<file path="config.mk">
export PLATFORM = sky130hd
export DESIGN_NAME = multicycle_sequencer_flat
export DESIGN_NICKNAME = d
export VERILOG_FILES = /design/src/rtl/core_pkg.sv /design/src/rtl/multicycle_sequencer_if.sv /design/src/rtl/mcs_perf_counters.sv /design/src/rtl/multicycle_sequencer.sv /design/src/flat_wrapper.sv
export SDC_FILE = /design/constraint.sdc
export NUM_CORES = 1
export LEC_CHECK = 0
export CAP_MARGIN = 20
export CELL_PAD_IN_SITES_DETAIL_PLACEMENT = 1
export CELL_PAD_IN_SITES_GLOBAL_PLACEMENT = 1
export CORE_MARGIN = 4
export CORE_UTILIZATION = 29
export DETAILED_ROUTE_END_ITERATION = 10
export PLACE_DENSITY = 0.9
export SKIP_LAST_GASP = 1
export SYNTH_ARGS = -nofsm -noshare
export SYNTH_HDL_FRONTEND = slang
export SYNTH_HIERARCHICAL = 1
export SYNTH_SLANG_ARGS = --single-unit
</file>
<file path="constraint.sdc">
create_clock -name clock -period 3.12 [get_ports clock]
set_input_delay 0.468 -clock clock [delete_from_list [all_inputs] [get_ports clock]]
set_output_delay 0.468 -clock clock [all_outputs]
set_load 0.01 [all_outputs]
</file>
<file path="src/rtl/core_pkg.sv">
// Shared definitions for the multicycle sequencer: the state encoding and
// the default widths/step used by the sequencer, its bus interface and the
// optional performance counters.
package core_pkg;

  localparam int DEF_DATA_W   = 32;
  localparam int DEF_ADDR_W   = 32;
  localparam int DEF_PC_STEP  = 1;
  localparam int DEF_RESET_PC = 0;
  localparam int DEF_CNT_W    = 32;

  // Encodings are architecturally visible on the 'state' status output.
  typedef enum logic [2:0] {
    ST_FETCH     = 3'd0,
    ST_DECODE    = 3'd1,
    ST_EXECUTE   = 3'd2,
    ST_MEM       = 3'd3,
    ST_WRITEBACK = 3'd4,
    ST_HALT      = 3'd5
  } state_e;

endpackage

</file>
<file path="src/rtl/multicycle_sequencer_if.sv">
// Instruction and data memory ports of the multicycle sequencer.
//
// Handshake: *_req is the valid, *_ack is the ready. A transfer happens on
// the rising edge where req and ack are both high. While req is high the
// master holds address, write enable and write data stable; the slave may
// keep ack low for any number of wait cycles. Read data is sampled only on
// the transfer edge. An ack while req is low carries no meaning.
interface multicycle_sequencer_if
  import core_pkg::*;
#(
  parameter int ADDR_W = DEF_ADDR_W,
  parameter int DATA_W = DEF_DATA_W
);

  logic              imem_req;
  logic [ADDR_W-1:0] imem_addr;
  logic              imem_ack;
  logic [DATA_W-1:0] imem_rdata;

  logic              dmem_req;
  logic              dmem_we;
  logic [ADDR_W-1:0] dmem_addr;
  logic [DATA_W-1:0] dmem_wdata;
  logic              dmem_ack;
  logic [DATA_W-1:0] dmem_rdata;

  modport master (
    output imem_req, imem_addr, dmem_req, dmem_we, dmem_addr, dmem_wdata,
    input  imem_ack, imem_rdata, dmem_ack, dmem_rdata
  );

  modport slave (
    input  imem_req, imem_addr, dmem_req, dmem_we, dmem_addr, dmem_wdata,
    output imem_ack, imem_rdata, dmem_ack, dmem_rdata
  );

endinterface

</file>
<file path="src/rtl/mcs_perf_counters.sv">
// Cycle and retired-instruction counters for the multicycle sequencer.
// Only built when MCS_PERF_COUNTERS_EN is defined. Both counters wrap.
`ifdef MCS_PERF_COUNTERS_EN
module mcs_perf_counters
  import core_pkg::*;
#(
  parameter int CNT_W = DEF_CNT_W
) (
  input  logic             clock,
  input  logic             reset,
  input  logic             count_cycle,
  input  logic             retire,
  output logic [CNT_W-1:0] cycle_count,
  output logic [CNT_W-1:0] instret_count
);

  logic [CNT_W-1:0] cycle_q, cycle_d;
  logic [CNT_W-1:0] instret_q, instret_d;

  // Next counter values; modulo arithmetic gives the wrap for free.
  always_comb begin
    cycle_d   = cycle_q;
    instret_d = instret_q;
    if (count_cycle) cycle_d = cycle_q + 1'b1;
    if (retire) instret_d = instret_q + 1'b1;
  end

  // Counter registers, cleared by synchronous reset.
  always_ff @(posedge clock) begin
    if (reset) begin
      cycle_q   <= '0;
      instret_q <= '0;
    end else begin
      cycle_q   <= cycle_d;
      instret_q <= instret_d;
    end
  end

  assign cycle_count   = cycle_q;
  assign instret_count = instret_q;

endmodule
`endif

</file>
<file path="src/rtl/multicycle_sequencer.sv">
// Multicycle sequencer: owns PC, instruction register, ALU-output register
// and memory-data register, and steps FETCH/DECODE/EXECUTE/MEM/WRITEBACK so
// instruction and data memories may insert wait states. Decode, register
// file, ALU and CPSR live outside; this block gates their write strobes.
// Optional feature: define MCS_PERF_COUNTERS_EN to add cycle/instret
// counters and their output ports.
module multicycle_sequencer
  import core_pkg::*;
#(
  parameter int              DATA_W   = DEF_DATA_W,
  parameter int              ADDR_W   = DEF_ADDR_W,
  parameter int              PC_STEP  = DEF_PC_STEP,
  parameter logic [ADDR_W-1:0] RESET_PC = ADDR_W'(DEF_RESET_PC)
`ifdef MCS_PERF_COUNTERS_EN
  ,
  parameter int              CNT_W    = DEF_CNT_W
`endif
) (
  input  logic                  clock,
  input  logic                  reset,
  input  logic                  halt,
  multicycle_sequencer_if.master mem,
  input  logic [DATA_W-1:0]     alu_result,
  input  logic [DATA_W-1:0]     store_value,
  input  logic [ADDR_W-1:0]     link_value,
  input  logic                  cond_pass,
  input  logic                  is_mem,
  input  logic                  mem_read,
  input  logic                  writes_reg,
  input  logic                  set_flags,
  input  logic                  branch,
  input  logic                  branch_to_link,
  input  logic                  store_link,
  output logic [DATA_W-1:0]     instr,
  output logic [ADDR_W-1:0]     pc,
  output logic                  reg_we,
  output logic [DATA_W-1:0]     reg_wdata,
  output logic                  link_we,
  output logic                  flags_we,
  output logic                  halted,
  output logic [2:0]            state
`ifdef MCS_PERF_COUNTERS_EN
  ,
  output logic [CNT_W-1:0]      cycle_count,
  output logic [CNT_W-1:0]      instret_count
`endif
);

  state_e            state_q, state_d;
  logic [ADDR_W-1:0] pc_q, pc_d;
  logic [DATA_W-1:0] instr_q, instr_d;
  logic [DATA_W-1:0] aluout_q, aluout_d;
  logic [DATA_W-1:0] mdr_q, mdr_d;
  logic              cond_q, cond_d;

  logic              imem_req_c;
  logic              dmem_req_c;
  logic              dmem_we_c;

  // Next-state, register updates and per-state strobes.
  always_comb begin
    state_d    = state_q;
    pc_d       = pc_q;
    instr_d    = instr_q;
    aluout_d   = aluout_q;
    mdr_d      = mdr_q;
    cond_d     = cond_q;
    imem_req_c = 1'b0;
    dmem_req_c = 1'b0;
    dmem_we_c  = 1'b0;
    reg_we     = 1'b0;
    link_we    = 1'b0;
    flags_we   = 1'b0;
    halted     = 1'b0;

    case (state_q)
      ST_FETCH: begin
        // halt is only honoured here, so an instruction in flight always retires.
        if (halt) begin
          state_d = ST_HALT;
        end else begin
          imem_req_c = 1'b1;
          if (mem.imem_ack) begin
            instr_d = mem.imem_rdata;
            state_d = ST_DECODE;
          end
        end
      end
      ST_DECODE: begin
        // Settling cycle for external decode and register read.
        state_d = ST_EXECUTE;
      end
      ST_EXECUTE: begin
        aluout_d = alu_result;
        cond_d   = cond_pass;
        flags_we = set_flags;
        state_d  = (is_mem && cond_pass) ? ST_MEM : ST_WRITEBACK;
      end
      ST_MEM: begin
        // Address comes from the registered ALU output, so it stays stable
        // across wait cycles.
        dmem_req_c = 1'b1;
        dmem_we_c  = ~mem_read;
        if (mem.dmem_ack) begin
          if (mem_read) mdr_d = mem.dmem_rdata;
          state_d = ST_WRITEBACK;
        end
      end
      ST_WRITEBACK: begin
        reg_we  = cond_q & writes_reg & ~(is_mem & ~mem_read);
        link_we = cond_q & store_link;
        if (cond_q && branch) begin
          pc_d = branch_to_link ? link_value : ADDR_W'(aluout_q);
        end else begin
          pc_d = pc_q + ADDR_W'(PC_STEP);
        end
        state_d = ST_FETCH;
      end
      ST_HALT: begin
        halted = 1'b1;
        if (!halt) state_d = ST_FETCH;
      end
      default: begin
        state_d = ST_FETCH;
      end
    endcase
  end

  // State and datapath registers with synchronous reset.
  always_ff @(posedge clock) begin
    if (reset) begin
      state_q  <= ST_FETCH;
      pc_q     <= RESET_PC;
      instr_q  <= '0;
      aluout_q <= '0;
      mdr_q    <= '0;
      cond_q   <= 1'b0;
    end else begin
      state_q  <= state_d;
      pc_q     <= pc_d;
      instr_q  <= instr_d;
      aluout_q <= aluout_d;
      mdr_q    <= mdr_d;
      cond_q   <= cond_d;
    end
  end

  // FETCH is the reset state; keep the fetch request quiet while reset is held.
  assign mem.imem_req   = imem_req_c & ~reset;
  assign mem.imem_addr  = pc_q;
  assign mem.dmem_req   = dmem_req_c;
  assign mem.dmem_we    = dmem_we_c;
  assign mem.dmem_addr  = ADDR_W'(aluout_q);
  assign mem.dmem_wdata = store_value;

  assign instr     = instr_q;
  assign pc        = pc_q;
  assign reg_wdata = (is_mem && mem_read) ? mdr_q : aluout_q;
  assign state     = state_q;

`ifdef MCS_PERF_COUNTERS_EN
  mcs_perf_counters #(
    .CNT_W(CNT_W)
  ) u_perf (
    .clock         (clock),
    .reset         (reset),
    .count_cycle   (state_q != ST_HALT),
    .retire        (state_q == ST_WRITEBACK),
    .cycle_count   (cycle_count),
    .instret_count (instret_count)
  );
`endif

endmodule

</file>
<file path="src/flat_wrapper.sv">
// flat-port wrapper written by rule: the top's interface ports become plain ports
module multicycle_sequencer_flat import core_pkg::*;
#(
  parameter int              DATA_W   = DEF_DATA_W,
  parameter int              ADDR_W   = DEF_ADDR_W,
  parameter int              PC_STEP  = DEF_PC_STEP,
  parameter logic [ADDR_W-1:0] RESET_PC = ADDR_W'(DEF_RESET_PC)

)
  (clock, reset, halt, alu_result, store_value, link_value, cond_pass, is_mem, mem_read, writes_reg, set_flags, branch, branch_to_link, store_link, instr, pc, reg_we, reg_wdata, link_we, flags_we, halted, state, mem_imem_req, mem_imem_addr, mem_dmem_req, mem_dmem_we, mem_dmem_addr, mem_dmem_wdata, mem_imem_ack, mem_imem_rdata, mem_dmem_ack, mem_dmem_rdata);
  multicycle_sequencer_if #(.ADDR_W(ADDR_W), .DATA_W(DATA_W)) mem_i ();
  input  logic clock;
  input  logic reset;
  input  logic halt;
  input  logic [DATA_W-1:0] alu_result;
  input  logic [DATA_W-1:0] store_value;
  input  logic [ADDR_W-1:0] link_value;
  input  logic cond_pass;
  input  logic is_mem;
  input  logic mem_read;
  input  logic writes_reg;
  input  logic set_flags;
  input  logic branch;
  input  logic branch_to_link;
  input  logic store_link;
  output logic [DATA_W-1:0] instr;
  output logic [ADDR_W-1:0] pc;
  output logic reg_we;
  output logic [DATA_W-1:0] reg_wdata;
  output logic link_we;
  output logic flags_we;
  output logic halted;
  output logic [2:0] state;
  output wire logic [$bits(mem_i.imem_req)-1:0] mem_imem_req;
  output wire logic [$bits(mem_i.imem_addr)-1:0] mem_imem_addr;
  output wire logic [$bits(mem_i.dmem_req)-1:0] mem_dmem_req;
  output wire logic [$bits(mem_i.dmem_we)-1:0] mem_dmem_we;
  output wire logic [$bits(mem_i.dmem_addr)-1:0] mem_dmem_addr;
  output wire logic [$bits(mem_i.dmem_wdata)-1:0] mem_dmem_wdata;
  input wire logic [$bits(mem_i.imem_ack)-1:0] mem_imem_ack;
  input wire logic [$bits(mem_i.imem_rdata)-1:0] mem_imem_rdata;
  input wire logic [$bits(mem_i.dmem_ack)-1:0] mem_dmem_ack;
  input wire logic [$bits(mem_i.dmem_rdata)-1:0] mem_dmem_rdata;
  assign mem_imem_req = mem_i.imem_req;
  assign mem_imem_addr = mem_i.imem_addr;
  assign mem_dmem_req = mem_i.dmem_req;
  assign mem_dmem_we = mem_i.dmem_we;
  assign mem_dmem_addr = mem_i.dmem_addr;
  assign mem_dmem_wdata = mem_i.dmem_wdata;
  assign mem_i.imem_ack = mem_imem_ack;
  assign mem_i.imem_rdata = mem_imem_rdata;
  assign mem_i.dmem_ack = mem_dmem_ack;
  assign mem_i.dmem_rdata = mem_dmem_rdata;
  multicycle_sequencer #(.DATA_W(DATA_W), .ADDR_W(ADDR_W), .PC_STEP(PC_STEP), .RESET_PC(RESET_PC)) u_core (.clock(clock), .reset(reset), .halt(halt), .mem(mem_i), .alu_result(alu_result), .store_value(store_value), .link_value(link_value), .cond_pass(cond_pass), .is_mem(is_mem), .mem_read(mem_read), .writes_reg(writes_reg), .set_flags(set_flags), .branch(branch), .branch_to_link(branch_to_link), .store_link(store_link), .instr(instr), .pc(pc), .reg_we(reg_we), .reg_wdata(reg_wdata), .link_we(link_we), .flags_we(flags_we), .halted(halted), .state(state));
endmodule
</file>
Word level (Yosys, flattened, before mapping)
Cells that the tools add are included.
W data, S select, Z words.
{"block": "classes", "n_mux": 17, "n_reduce_logical": 7, "eq_ne": 8, "add_sub_neg": 1, "n_bitwise": 9}
{"op": "$mux W32", "count": 3}
{"op": "$add A32 B1 Y32 const B", "count": 1}
{"op": "$mux W3", "count": 5}
{"op": "$pmux W3 S5", "count": 1}
{"op": "$reduce_and A3 Y1", "count": 3}
{"op": "$mux W1", "count": 8}
{"op": "$eq A3 B2 Y1 const B", "count": 2}
{"op": "$eq A3 B3 Y1 const B", "count": 2}
{"op": "$and A1 B1 Y1", "count": 5}
{"op": "$ne A2 B2 Y1 const B", "count": 2}
{"op": "$not A1 Y1", "count": 4}
{"op": "$eq A3 B1 Y1 const B", "count": 1}
{"op": "$logic_and A1 B1 Y1", "count": 3}
{"op": "$logic_not A3 Y1", "count": 1}
{"op": "$ne A3 B3 Y1 const B", "count": 1}
{"block": "totals", "output_inout_bits": 202, "input_bits": 173, "register_bits": 132}

Logic depth before layout (Yosys ltp)
{"block": "logic_depth", "depth_word": 5, "mapped_depth": 8, "mapped_depth_nobuf": 6}

Least setup slack after synthesis
OpenSTA, ideal clock, no wires.
{"block": "synth_timing", "path_kind": "reg-to-output", "from": "reg u_core.state_q[1], in the netlist u_core/state[1]", "to": "out reg_we", "arrival_time_ns": 1.500, "path_stages_with_launch": 6, "path_slack_ns": 1.152, "path_cell_list": "dfxtp_1 buf_2 nor3b_2 buf_2 buf_2 o2111a_1"}
{"block": "synth_between", "elab_chain_len": 2}
{"element": "start: declaration", "line_no": "multicycle_sequencer.sv:49", "rtl": "state_e state_q, state_d;"}
{"element": "start signal: assignment", "line_no": "multicycle_sequencer.sv:139", "rtl": "state_q <= state_d;"}
{"element": "$eq A3 B3 Y1", "line_no": "multicycle_sequencer.sv:76", "rtl": "case (state_q)"}
{"element": "$mux W1", "line_no": "multicycle_sequencer.sv:76"}
{"element": "end: declaration", "line_no": "flat_wrapper.sv:28", "rtl": "output logic reg_we;"}
No other way between the ends.

Worst setup path after layout
{"block": "layout_timing", "from": "in mem_read", "to": "out reg_wdata[10]"}
{"block": "layout_between", "elab_chain_len": 2}
{"element": "start: declaration", "line_no": "flat_wrapper.sv:20", "rtl": "input logic mem_read;"}
{"element": "$logic_and A1 B1 Y1", "line_no": "multicycle_sequencer.sv:158", "rtl": "assign reg_wdata = (is_mem && mem_read) ? mdr_q : aluout_q;"}
{"element": "$mux W32", "line_no": "multicycle_sequencer.sv:158"}
{"element": "end: declaration", "line_no": "flat_wrapper.sv:29", "rtl": "output logic [DATA_W-1:0] reg_wdata;"}
No other way between the ends.

==> results.txt <==
The number of placed cells counting well taps is 1,409. Counting flops with a built-in enable in the synthesized netlist gives 0. TritonCTS built the clock tree. The initial antenna violation count came to 1. The worst setup path is captured at a primary output. VDD sags by at most 314 µV. The congestion estimate from routability-driven global placement came to 0.852. The flow ran to the end, and the final reports show no timing, DRC or antenna violations. The first global-routing pass estimated 45.5 mm of wire.

Summed over all layers, the global routing overflow is 0. The per-instance average area after synthesis is 7.74 µm². The commonest register cell after synthesis is sky130_fd_sc_hd__dfxtp_1. The cell count after synthesis is 890. The total DRC errors in the routed layout came out at 0.

The total number of clock tree sinks came out at 132. The half-perimeter wire length after detailed placement came out at 22.6 mm. Yosys printed 6 warnings. In the routed layout, each cell is associated on average with a via count of 5.18.

The post-CTS setup-driven buffer insertion count came out at 0. The final non-filler cell total is 1,442. The final hold slack came out at 367 ps.

The synthesized netlist contains 56 unique library cells. STA classifies the critical path startpoint as an input port. The max-cap violation count is 0. The longest clock path from root to sink contains 2 buffers. The category of the most critical setup path is input port to primary output. The number of inserted filler cells in the final layout is 2,807. The share of flip-flops with an asynchronous set or reset after synthesis came out at 0%. For this run, the share of the core covered by cells in the final layout is 44.4%.

The clock-pin transition on the worst setup and hold timing paths came out at around 60 ps. The number of failing setup endpoints in the final timing report came out at 0. The number of rows in the core area came out at 56. The root buffer cell is sky130_fd_sc_hd__clkbuf_16. The fraction of layout cells with a size suffix above 1 came out at 9.36%. The number of global-route vias before repair came out at 8,002. The mapped netlist covers 6890 µm². The aggregate routed wire length came out at 29.9 mm.

The die covers 26,300 µm². The leakage power is between 3 and 4 nW. The count of buffers inserted at the top-level ports is between 300 and 400.

The path class of the tightest hold or removal check is input port to flip-flop. 375 I/O pins were placed. Global routing used 22.0% of the available tracks.

The data required time of the worst path is 2650 ps. The count of cells resized by post-cts repair came out at 0. The internal reg-to-reg setup slack is 810 ps. The later pin in the worst-skew pair is clocked with a latency of 420 ps.

The signal arrival time at the worst endpoint came out at 2220 ps. The count of final hold-check violations is 0. The number of iterations in the first detailed-routing pass is 5. The number of H-tree branching levels came out at 4. Clock tree synthesis inserted a total of 17 buffers. The die height is 162 µm.

The share of the cycle needed by the critical path after routing is 86.1%. The total number of vias came out at 7,466. Setup repair after global routing left no endpoint under its margin.

The post-route clock skew is 16.7 ps. The count of final max-slew check failures is 0. The average routed wire per standard cell came out at between 20 and 25 µm. The net count after synthesis is 1,064.

The area of the core is 23,400 µm². The measured slew at the worst slew-check pin came out at roughly 850 ps. The flop and latch count out of synthesis came out at 132.

The sequential area share after synthesis is 38.4%. The relative area change from synthesis to final layout came out at 50.7%. The biggest fanout along the worst timing path came out at 32. In this run the tightest slew margin relative to its limit is 43.1%. The number of nets in the final layout is 1,283.

The number of buffers inserted by hold repair at cts is 0. Entering global routing, the biggest net connects 62 pins. The detailed router finished its first iteration with 440 violations. The chip width is 162 µm.

Once the floorplan was initialized, standard cells occupied 29.4% of the core. Dividing total power by cell area gives a power density of 469 nW/µm². The maximum operating frequency is 0.372 GHz.

Counting I/O delays and the setup requirement, the final critical path takes 2690 ps. The antenna violation net count after detailed routing is 0. In the final timing run, aggregate negative setup slack is 0 ps.
cell families (layout without fill, tap and decap cells):
family,Yosys count,after routing,share of synthesized area (%)
adders and majority gates,1,1,0.182
buffers and inverters,132,364,11.1
DFF,132,132,38.4
muxes,67,67,10.5
other,0,1,0
and+or+nand+nor,358,358,23.7
AOI/OAI and AO/OA,200,200,16.2
through the flow:
step	power [mW]	cell area, µm²	setup slack [ps]
floorplan	2.34	6890	1150
global placement	2.83	9790	516
detailed placement	2.86	9790	427
CTS	4.91	10400	428
global route	5.07	10400	373
finish	4.87	10400	434
Yosys cell counts (2+ instances only):
library cell	number	area share, %
sky130_fd_sc_hd__nand2_1	234	13
sky130_fd_sc_hd__a21oi_1	132	9.6
sky130_fd_sc_hd__dfxtp_1	132	38
sky130_fd_sc_hd__buf_4	65	7.1
sky130_fd_sc_hd__clkbuf_1	43	2.3
sky130_fd_sc_hd__mux2_2	41	6.7
sky130_fd_sc_hd__nor2_1	32	1.7
sky130_fd_sc_hd__mux2i_1	26	3.8
sky130_fd_sc_hd__o21ai_0	26	1.9
sky130_fd_sc_hd__nor3_1	21	1.5
sky130_fd_sc_hd__buf_2	15	1.1
sky130_fd_sc_hd__nand4_1	13	1.2
sky130_fd_sc_hd__and3_1	9	0.82
sky130_fd_sc_hd__nand3_1	9	0.65
sky130_fd_sc_hd__a31oi_1	7	0.64
sky130_fd_sc_hd__o211ai_1	7	0.76
sky130_fd_sc_hd__a22oi_1	5	0.55
sky130_fd_sc_hd__a211oi_1	4	0.44
sky130_fd_sc_hd__and2_1	4	0.36
sky130_fd_sc_hd__buf_1	4	0.22
sky130_fd_sc_hd__inv_1	4	0.22
sky130_fd_sc_hd__and4_1	3	0.38
sky130_fd_sc_hd__nand2b_1	3	0.27
sky130_fd_sc_hd__nand3_2	3	0.44
sky130_fd_sc_hd__nand4_2	3	0.55
sky130_fd_sc_hd__nor2b_1	3	0.27
sky130_fd_sc_hd__nor4_1	3	0.27
sky130_fd_sc_hd__o31ai_1	3	0.33
sky130_fd_sc_hd__or3_1	3	0.27
sky130_fd_sc_hd__or4_1	3	0.33
sky130_fd_sc_hd__a21o_1	2	0.22
sky130_fd_sc_hd__nor4_2	2	0.36
sky130_fd_sc_hd__o31a_1	2	0.25
sky130_fd_sc_hd__o32ai_1	2	0.25
power breakdown:
| part | switching [mW] | leakage [nW] | internal, mW |
|---|---|---|---|
| Clock | 0.833 | 0.275 | 1.21 |
| Sequential | 0.125 | 1.07 | 1.77 |
| Combinational | 0.429 | 2.23 | 0.499 |
| Total | 1.39 | 3.57 | 3.48 |
final cells by class:
class | instances | area [µm²] | area share [%]
antenna | 1 | 2.50 | 0.0241
multi-input combinational | 626 | 3490 | 33.6
clock inverter | 12 | 143 | 1.37
timing repair buffer | 328 | 3240 | 31.2
sequential | 132 | 2640 | 25.5
inverter | 4 | 15.0 | 0.145
clock buffer | 20 | 447 | 4.30
tap | 319 | 399 | 3.85
worst max-delay path, cell delays in order:
cell                              delay [ps]
sky130_fd_sc_hd__clkdlybuf4s50_1         480
sky130_fd_sc_hd__nand2_1                 160
sky130_fd_sc_hd__buf_12                  210
sky130_fd_sc_hd__mux2_2                  370
sky130_fd_sc_hd__clkdlybuf4s50_1         500
state kept, by name, indices dropped and copies added, names as in the netlist:
signal,cells
u_core/cond_q,1
u_core/mdr_q,32
u_core/mem.imem_addr,32
u_core/mem.dmem_addr,32
u_core/state,3
u_core/instr,32
metal layers:
metal	wire [µm]	GRT usage, %
met3	2250	6.09
met2	14700	37.7
met1	11800	25.8
met4	1090	9.30
met5	0	0
worst paths after layout:
check,start,endpoint,cells after the start
max,mem_read,reg_wdata[10],5
min,reset,u_core/mem.imem_addr[18],2
max reg2reg,u_core/mem.imem_addr[0],u_core/mem.imem_addr[30],7
min reg2reg,u_core/instr[15],u_core/instr[15],2
cell usage in the layout (no fill, tap or decap), drive strengths merged, types with 2 or more instances in the layout:
master	instances
clkdlybuf4s50	308
nor3	21
nor4	6
and3	9
a22oi	5
o31a	2
clkbuf	20
and2	4
o211ai	7
mux2	41
a31oi	7
clkinvlp	4
nor3b	2
a21oi	132
dfxtp	132
nand2	234
or3	3
nor2	32
o21ai	26
a21o	2
bufinv	2
nand4	16
o32ai	2
nand2b	3
nand3	12
a211oi	4
and4	4
nor2b	3
o31ai	3
inv	10
or4	3
buf	20
mux2i	26
(Power assumes the default switching activity.)
